<file path="src/rtl/fifo_pkg.sv">
// Shared definitions for the FIFO and its read-side stream adapter.
package fifo_pkg;

    localparam int unsigned WIDTH = 4;

    typedef logic [WIDTH-1:0] fifo_word_t;

    // Bits needed to hold an occupancy count from 0 to depth inclusive.
    function automatic int unsigned cnt_width(input int unsigned depth);
        return $clog2(depth + 1);
    endfunction

endpackage

</file>
<file path="src/rtl/stream_ring_buf.sv">
// Small circular buffer with push/pop and an occupancy count.
// The head word is presented combinationally from the registers.
module stream_ring_buf
    import fifo_pkg::*;
#(
    parameter int unsigned WIDTH = fifo_pkg::WIDTH,
    parameter int unsigned DEPTH = 3,
    parameter int unsigned CNT_W = cnt_width(DEPTH)
) (
    input  logic             clk,
    input  logic             rst,
    input  logic             push,
    input  logic [WIDTH-1:0] push_data,
    input  logic             pop,
    output logic [WIDTH-1:0] head_data,
    output logic             head_valid,
    output logic [CNT_W-1:0] occ
);

    localparam int unsigned PTR_W = (DEPTH > 1) ? $clog2(DEPTH) : 1;
    localparam logic [PTR_W-1:0] PTR_LAST = PTR_W'(DEPTH - 1);
    localparam logic [CNT_W-1:0] OCC_FULL = CNT_W'(DEPTH);

    logic [WIDTH-1:0] mem_q [DEPTH];
    logic [WIDTH-1:0] mem_d [DEPTH];
    logic [PTR_W-1:0] wr_ptr_q, wr_ptr_d;
    logic [PTR_W-1:0] rd_ptr_q, rd_ptr_d;
    logic [CNT_W-1:0] occ_q, occ_d;
    logic             pop_fire;

    function automatic logic [PTR_W-1:0] next_ptr(input logic [PTR_W-1:0] p);
        return (p == PTR_LAST) ? '0 : p + PTR_W'(1);
    endfunction

    // Next-state for storage, pointers and occupancy; a pop on an empty buffer is ignored.
    always_comb begin
        pop_fire = pop && (occ_q != '0);
        mem_d    = mem_q;
        wr_ptr_d = wr_ptr_q;
        rd_ptr_d = rd_ptr_q;
        occ_d    = occ_q;
        if (push) begin
            mem_d[wr_ptr_q] = push_data;
            wr_ptr_d        = next_ptr(wr_ptr_q);
        end
        if (pop_fire) begin
            rd_ptr_d = next_ptr(rd_ptr_q);
        end
        case ({push, pop_fire})
            2'b10:   occ_d = occ_q + CNT_W'(1);
            2'b01:   occ_d = occ_q - CNT_W'(1);
            default: occ_d = occ_q;
        endcase
    end

    // State registers, cleared asynchronously.
    always_ff @(posedge clk or posedge rst) begin
        if (rst) begin
            for (int unsigned i = 0; i < DEPTH; i++) begin
                mem_q[i] <= '0;
            end
            wr_ptr_q <= '0;
            rd_ptr_q <= '0;
            occ_q    <= '0;
        end else begin
            mem_q    <= mem_d;
            wr_ptr_q <= wr_ptr_d;
            rd_ptr_q <= rd_ptr_d;
            occ_q    <= occ_d;
        end
    end

    assign head_data  = mem_q[rd_ptr_q];
    assign head_valid = (occ_q != '0);
    assign occ        = occ_q;

    // The issuer must never land a word into a full buffer that is not draining.
    a_no_overflow : assert property (@(posedge clk) disable iff (rst)
        !(push && (occ_q == OCC_FULL) && !pop_fire));

endmodule

</file>
<file path="src/rtl/fifo_rd_stream_adapter.sv">
// Turns the FIFO read port (rd_en strobe, data one cycle later) into a
// valid/ready stream. Reads are issued from registered state only, so
// out_ready never reaches fifo_rd_en combinationally.
module fifo_rd_stream_adapter
    import fifo_pkg::*;
#(
    parameter  int unsigned WIDTH     = fifo_pkg::WIDTH,
    parameter  int unsigned BUF_DEPTH = 3,
    localparam int unsigned CNT_W     = cnt_width(BUF_DEPTH)
) (
    input  logic             clk,
    input  logic             rst,
    input  logic             fifo_buf_empty,
    input  logic [WIDTH-1:0] fifo_buf_out,
    output logic             fifo_rd_en,
    output logic [WIDTH-1:0] out_data,
    output logic             out_valid,
    input  logic             out_ready,
    output logic [CNT_W-1:0] out_count
);

    localparam logic [CNT_W:0] DEPTH_EXT = (CNT_W + 1)'(BUF_DEPTH);

    logic             pend_q, pend_d;
    logic [CNT_W-1:0] occ;
    logic [CNT_W:0]   outstanding;

    // Issue a read only while buffered plus in-flight words leave room for it.
    always_comb begin
        outstanding = {1'b0, occ} + {{CNT_W{1'b0}}, pend_q};
        fifo_rd_en  = !rst && !fifo_buf_empty && (outstanding < DEPTH_EXT);
        pend_d      = fifo_rd_en;
    end

    // In-flight marker: the word read this cycle lands on the next edge.
    always_ff @(posedge clk or posedge rst) begin
        if (rst) begin
            pend_q <= 1'b0;
        end else begin
            pend_q <= pend_d;
        end
    end

    stream_ring_buf #(
        .WIDTH (WIDTH),
        .DEPTH (BUF_DEPTH),
        .CNT_W (CNT_W)
    ) u_ring (
        .clk        (clk),
        .rst        (rst),
        .push       (pend_q),
        .push_data  (fifo_buf_out),
        .pop        (out_ready),
        .head_data  (out_data),
        .head_valid (out_valid),
        .occ        (occ)
    );

    assign out_count = occ;

endmodule

</file>
<file path="config.mk">
export PLATFORM = sky130hd
export DESIGN_NAME = fifo_rd_stream_adapter
export DESIGN_NICKNAME = d
export VERILOG_FILES = /design/src/rtl/fifo_pkg.sv /design/src/rtl/stream_ring_buf.sv /design/src/rtl/fifo_rd_stream_adapter.sv
export SDC_FILE = /design/constraint.sdc
export NUM_CORES = 1
export LEC_CHECK = 0
export CAP_MARGIN = 20
export CORE_UTILIZATION = 49
export CTS_CLUSTER_DIAMETER = 50
export DETAILED_ROUTE_END_ITERATION = 6
export GPL_TIMING_DRIVEN = 0
export PLACE_DENSITY = 0.79
export SETUP_SLACK_MARGIN = 0.15
export SYNTH_ARGS = -nofsm -noshare
export SYNTH_HDL_FRONTEND = slang
export SYNTH_SLANG_ARGS = --single-unit
</file>
<file path="constraint.sdc">
create_clock -name clk -period 2.2 [get_ports clk]
set_input_delay 0.55 -clock clk [delete_from_list [all_inputs] [get_ports clk]]
set_output_delay 0.55 -clock clk [all_outputs]
set_load 0.02 [all_outputs]
</file>
==> impl_metrics.yaml, run 1 <==
yosys:
  synthSimpleGateAreaFrac_pct: 7.14
  synth_top_family_by_area: "multiplexers"
  avgSynthCellArea_um2: 13.1
  synthAdderAreaFrac_pct: 4.29
  syn-num-nets: 78
  ys_seq_area_share_pct: 54.3
  syn_area_um2: 876
  synth_compound_area_share_pct: 6.14
  ys_types: 21
  synth_mux_area_share_pct: 23.0
  yosysWarnings: 0
  syn_inst: 67
  synthXorXnorAreaFrac_pct: 3.00
  synth-seq-cells: 19
sta:
  fin_skew_ns: 0.0116
  fin_ws_ns: 0.0371
  setup_viol: 0
  max_freq_ghz: 0.462
  maxSlewHeadroom_pct: 53.1
  tightest_slew_ns: 0.702
  drv_slew: 0
  tns_ns: 0
  finalHoldViolations: 0
  period_share_pct: 98.3
  min_period_ns: 2.16
  rsz0062_at_grt: "true"
route:
  wl_per_cell_um: 13.7
  drtIter0Drc: 4
  routed_wl_mm: 1.55
  viasPerCell: 5.12
  vias: 579
  postRouteAntennaNets: 0
  drc: 0
  first_pass_iters: 4
clocking:
  htreeDepth: 1
  cts.clk_slew.worst_paths_ns: 0.11
  cts_tree: "done"
  clock_latency_ns: 0.30
  numClockSinks: 19
  cts_buffers: 3
  root_buffer: "clkbuf_4"
  ctsHoldBuffers: 0
  clock_path_buffers: 2
setup_path:
  r2r_start: "u_ring.occ[0]"
  endpoint_kind: "output pin"
  worstSetupStartpointType: "flip-flop"
  cp-endpoint: "fifo_rd_en"
  worstSetupStartpoint: "u_ring.occ[0]"
  ff2ff_path_depth: 6
  worstPathArrival_ns: 1.61
  r2r_end: "u_ring.occ[1]"
  path_max_fanout: 2
  r2r_slack_ns: 0.41
  required_ns: 1.65
  path_class: "reg -> out"
power_and_ir_drop:
  p_leak_uw: 0.000515
  power_density_mw_per_mm2: 1450
  ir_drop_v: 0.000812
grt:
  grt_pass1_vias: 579
  grt_antenna_before_repair: 0
  grt_overflow: 0
  grt_pass1_wl_mm: 2.59
  grt_usage_pct: 19.8
  grt_max_degree: 20
die:
  die_height_um: 44.3
  dieArea_mm2: 0.00196
  num_rows: 14
  start_util_pct: 54.9
  core_region_area_mm2: 0.00159
  die_w_um: 44.3
  ios: 16
hold_path:
  hp-class: "reg -> reg"
layout:
  design_area_mm2: 0.00114
  drive_gt1_share_pct: 40.4
  post-route-util_pct: 71.4
  layout_common_cells: "17 x dfrtp_1, 9 x mux2_2, 9 x clkdlybuf4s50_1"
  layout_commonest_cell: "dfrtp_1"
  area_growth_pct: 30.0
  fin_cells: 113
  antenna_cells: 0
  final_nets: 101
placed_design:
  hpwl_mm: 1.04
  dpl.cell_count: 106
  routabilityCongestion: 0.724
  io_buffers: 15
  placed_area_mm2: 0.00107
  pre_cts_ws_ns: -0.311
status:
  status: "complete, no violations"
flow_run:
  drv_cap: 0
==> kinds of logic after synthesis <==
| logic type | Yosys count |
|---|---|
| AOI/OAI and AO/OA | 9 |
| xor gates and xnor gates | 3 |
| adders and majority gates | 3 |
| buffers and inverters | 5 |
| DFF | 19 |
| muxes | 17 |
| and+or+nand+nor | 11 |
==> synthesized netlist by cell type <==
master	count	area, µm²
xor2_1	1	8.76
clkbuf_1	1	3.75
mux2i_1	4	40.0
or2_2	1	6.26
nor3_2	1	10.0
a21o_1	2	15.0
dfrtp_1	19	475
or3_4	1	11.3
a2111oi_0	1	8.76
nor3_1	1	5.00
nor2_1	1	3.75
inv_2	1	3.75
xnor2_1	2	17.5
nand3_1	1	5.00
mux2_2	9	101
o21ai_0	6	30.0
nor2b_1	1	6.26
nand2_1	4	15.0
inv_1	3	11.3
mux2_4	4	60.1
ha_1	3	37.5
==> worst min-delay path by stage <==
stage | startpoint | endpoint | slack (ns) | cells after the start
after floorplan | u_ring.mem_q[4] | u_ring.mem_q[4] | 0.48 | 1
final | u_ring.mem_q[10] | u_ring.mem_q[10] | 0.52 | 1
after global routing | u_ring.mem_q[6] | u_ring.mem_q[6] | 0.54 | 1
after CTS | u_ring.mem_q[10] | u_ring.mem_q[10] | 0.52 | 1
after global placement | u_ring.mem_q[7] | u_ring.mem_q[7] | 0.49 | 1
after detailed placement | u_ring.mem_q[1] | u_ring.mem_q[1] | 0.50 | 1
==> routing by layer <==
metal	vias up	routed length [µm]	track usage (%)
li1	277	-	-
met1	289	713	24.8
met2	11	754	29.4
met3	2	67	7.76
met4	0	18	10.9
met5	-	0	0
==> layout make-up <==
class	count	area [µm²]
Sequential cell	19	478
Buffer	1	5.00
Fill cell	110	455
Multi-Input combinational cell	43	433
Clock inverter	1	5.00
Timing Repair Buffer	18	150
Clock buffer	3	22.5
Inverter	4	15.0
Tap cell	24	30.0
==> per-stage QoR <==
stage | total power, µW | hold WS (ns)
2_1_floorplan | 1180 | 0.479
3_3_place_gp | 1440 | 0.489
3_5_place_dp | 1460 | 0.496
4_1_cts | 1670 | 0.521
5_1_grt | 1770 | 0.538
6_report | 1650 | 0.518
==> critical path, stage by stage (launching register included) <==
cell and delay (ns):
dfrtp_2 0.44, ha_4 0.17, ha_4 0.21, a2111oi_4 0.29
buf_4 0.20
==> sequential cells by signal, indices dropped and copies added (netlist names) <==
signal / count
u_ring.mem_q: 12
u_ring.occ: 2
u_ring.rd_ptr_q: 2
u_ring.wr_ptr_q: 2
pend_q: 1
==> where the power goes <==
part / switching [µW] / total (µW) / internal, µW
combinational: 389 / 831 / 441
clock: 104 / 172 / 67.8
sequential: 128 / 652 / 524
==> what timing repair did <==
| item | CTS | global route |
|---|---|---|
| setup buffers | 2 | 1 |
| setup endpoints to repair | 6 | 6 |
| gates resized for setup | 29 | 7 |
(Power assumes the default switching activity.)
==> run 2: changes to the inputs <==
REMOVE_ABC_BUFFERS = 1   (was unset)
==> run 2 against run 1 <==
Against the previous run:
- utilization is 0.86 points lower
- largest cell class unchanged
- critical path type unchanged
- count of clock-buffer cells in the layout stayed put
- maximum frequency is 0.27% lower
==> impl_metrics.yaml, run 2 (same netlist as run 1, synthesis figures left out) <==
grt:
  grt_antenna_before_repair: 0
  grt_usage_pct: 20.0
  grt_pass1_vias: 596
  grt_max_degree: 20
  grt_pass1_wl_mm: 2.73
  grt_overflow: 0
layout:
  layout_common_cells: "16 x dfrtp_1, 9 x mux2_2, 8 x clkdlybuf4s50_1"
  design_area_mm2: 0.00112
  seqCellArea_um2: 479
  area_growth_pct: 28.4
  largest_register: "u_ring.mem_q"
  final_nets: 99
  drive_gt1_share_pct: 41.4
  fillers: 104
  largest_reg_flops: 12
  layout_commonest_cell: "dfrtp_1"
  multi_input_area_um2: 433
  antenna_cells: 0
clocking:
  cts_buffers: 3
  htreeDepth: 1
  root_buffer: "clkbuf_4"
  clock_path_buffers: 2
  cts_tree: "done"
  ctsHoldBuffers: 0
  clock_latency_ns: 0.30
  numClockSinks: 19
  cts.clk_slew.worst_paths_ns: 0.11
sta:
  tns_ns: 0
  max_freq_ghz: 0.461
  min_period_ns: 2.17
  setup_viol: 0
  period_share_pct: 98.6
  hold_ws_ns: 0.522
  fin_skew_ns: 0.00343
  drv_slew: 0
  rsz0062_at_grt: "true"
  tightest_slew_ns: 0.722
  finalHoldViolations: 0
  maxSlewHeadroom_pct: 51.8
setup_path:
  worstSetupStartpoint: "u_ring.occ[0]"
  cp-endpoint: "fifo_rd_en"
  r2r_slack_ns: 0.48
  critPathBufInv: 1
  worstPathArrival_ns: 1.62
  critPathMaxStageDelay_ns: 0.44
  endpoint_kind: "output pin"
  r2r_end: "u_ring.occ[1]"
  r2r_start: "u_ring.occ[0]"
  worstSetupStartpointType: "flip-flop"
  path_max_fanout: 2
  slowest_stage: "dfrtp_2"
  cp_top_family: "flip-flops"
  crit_cells: 4
  path_class: "reg -> out"
  critPathMostFrequentCell: "ha_4"
  path_cells: "ha_4 > ha_4 > a2111oi_4 > buf_4"
  ff2ff_path_depth: 6
  required_ns: 1.65
placed_design:
  routabilityCongestion: 0.695
  placed_area_mm2: 0.00105
  io_buffers: 15
  hpwl_mm: 1.07
power_and_ir_drop:
  power_density_mw_per_mm2: 1450
  ir_drop_v: 0.00101
  p_leak_uw: 0.000512
route:
  drtIter0Drc: 1
  first_pass_iters: 2
  routed_wl_mm: 1.53
  viasPerCell: 5.14
  postRouteAntennaNets: 0
  wl_per_cell_um: 13.8
  vias: 571
  drc: 0
status:
  status: "complete, no violations"
flow_run:
  drv_cap: 0
die:
  core_region_area_mm2: 0.00159
  dieArea_mm2: 0.00196
  die_w_um: 44.3
  start_util_pct: 54.9
  num_rows: 14
  die_height_um: 44.3
  ios: 16
hold_path:
  hp-class: "reg -> reg"
-- run 2: where the power goes --
part | switching (µW) | internal, µW
logic | 361 | 420
clock network | 113 | 67.8
registers | 147 | 525
-- run 2: worst min path at each step --
stage / startpoint / end / slack [ns] / cells after the start
after floorplan: u_ring.mem_q[4] / u_ring.mem_q[4] / 0.48 / 1
after global placement: u_ring.mem_q[4] / u_ring.mem_q[4] / 0.49 / 1
after detailed placement: u_ring.mem_q[8] / u_ring.mem_q[8] / 0.50 / 1
after CTS: u_ring.mem_q[8] / u_ring.mem_q[8] / 0.53 / 1
after global routing: u_ring.mem_q[5] / u_ring.mem_q[5] / 0.54 / 1
final: u_ring.mem_q[8] / u_ring.mem_q[8] / 0.52 / 1
-- run 2: layout make-up --
cell class	instances	area share (%)
multi-input cells	43	38.5
clock inverters	1	0.445
well taps	24	2.67
inverters	4	1.33
flip-flops and latches	19	42.6
repair buffers	17	12.5
clock buffers	3	2.00
-- run 2: metal layers --
metal / vias up / track usage [%] / wire length, µm
li1: 277 / - / -
met1: 282 / 25.9 / 709
met2: 10 / 30.9 / 765
met3: 2 / 6.12 / 39
met4: 0 / 9.09 / 17
met5: - / 0 / 0
-- run 2: timing repair --
action	CTS	global route
setup buffers	2	0
gates resized for setup	22	15
pin swaps	2	0
setup endpoints to repair	6	7
endpoints found under the hold margin	0	0
-- run 2: per-stage QoR --
stage	instances	utilization [%]	setup WS [ns]	power, µW
2_1_floorplan	66	-	-0.571	1140
3_3_place_gp	105	66.0	-0.477	1400
3_5_place_dp	105	66.0	-0.485	1430
4_1_cts	111	71.6	0.0361	1660
5_1_grt	111	70.6	-0.0325	1760
6_report	111	70.6	0.0313	1630
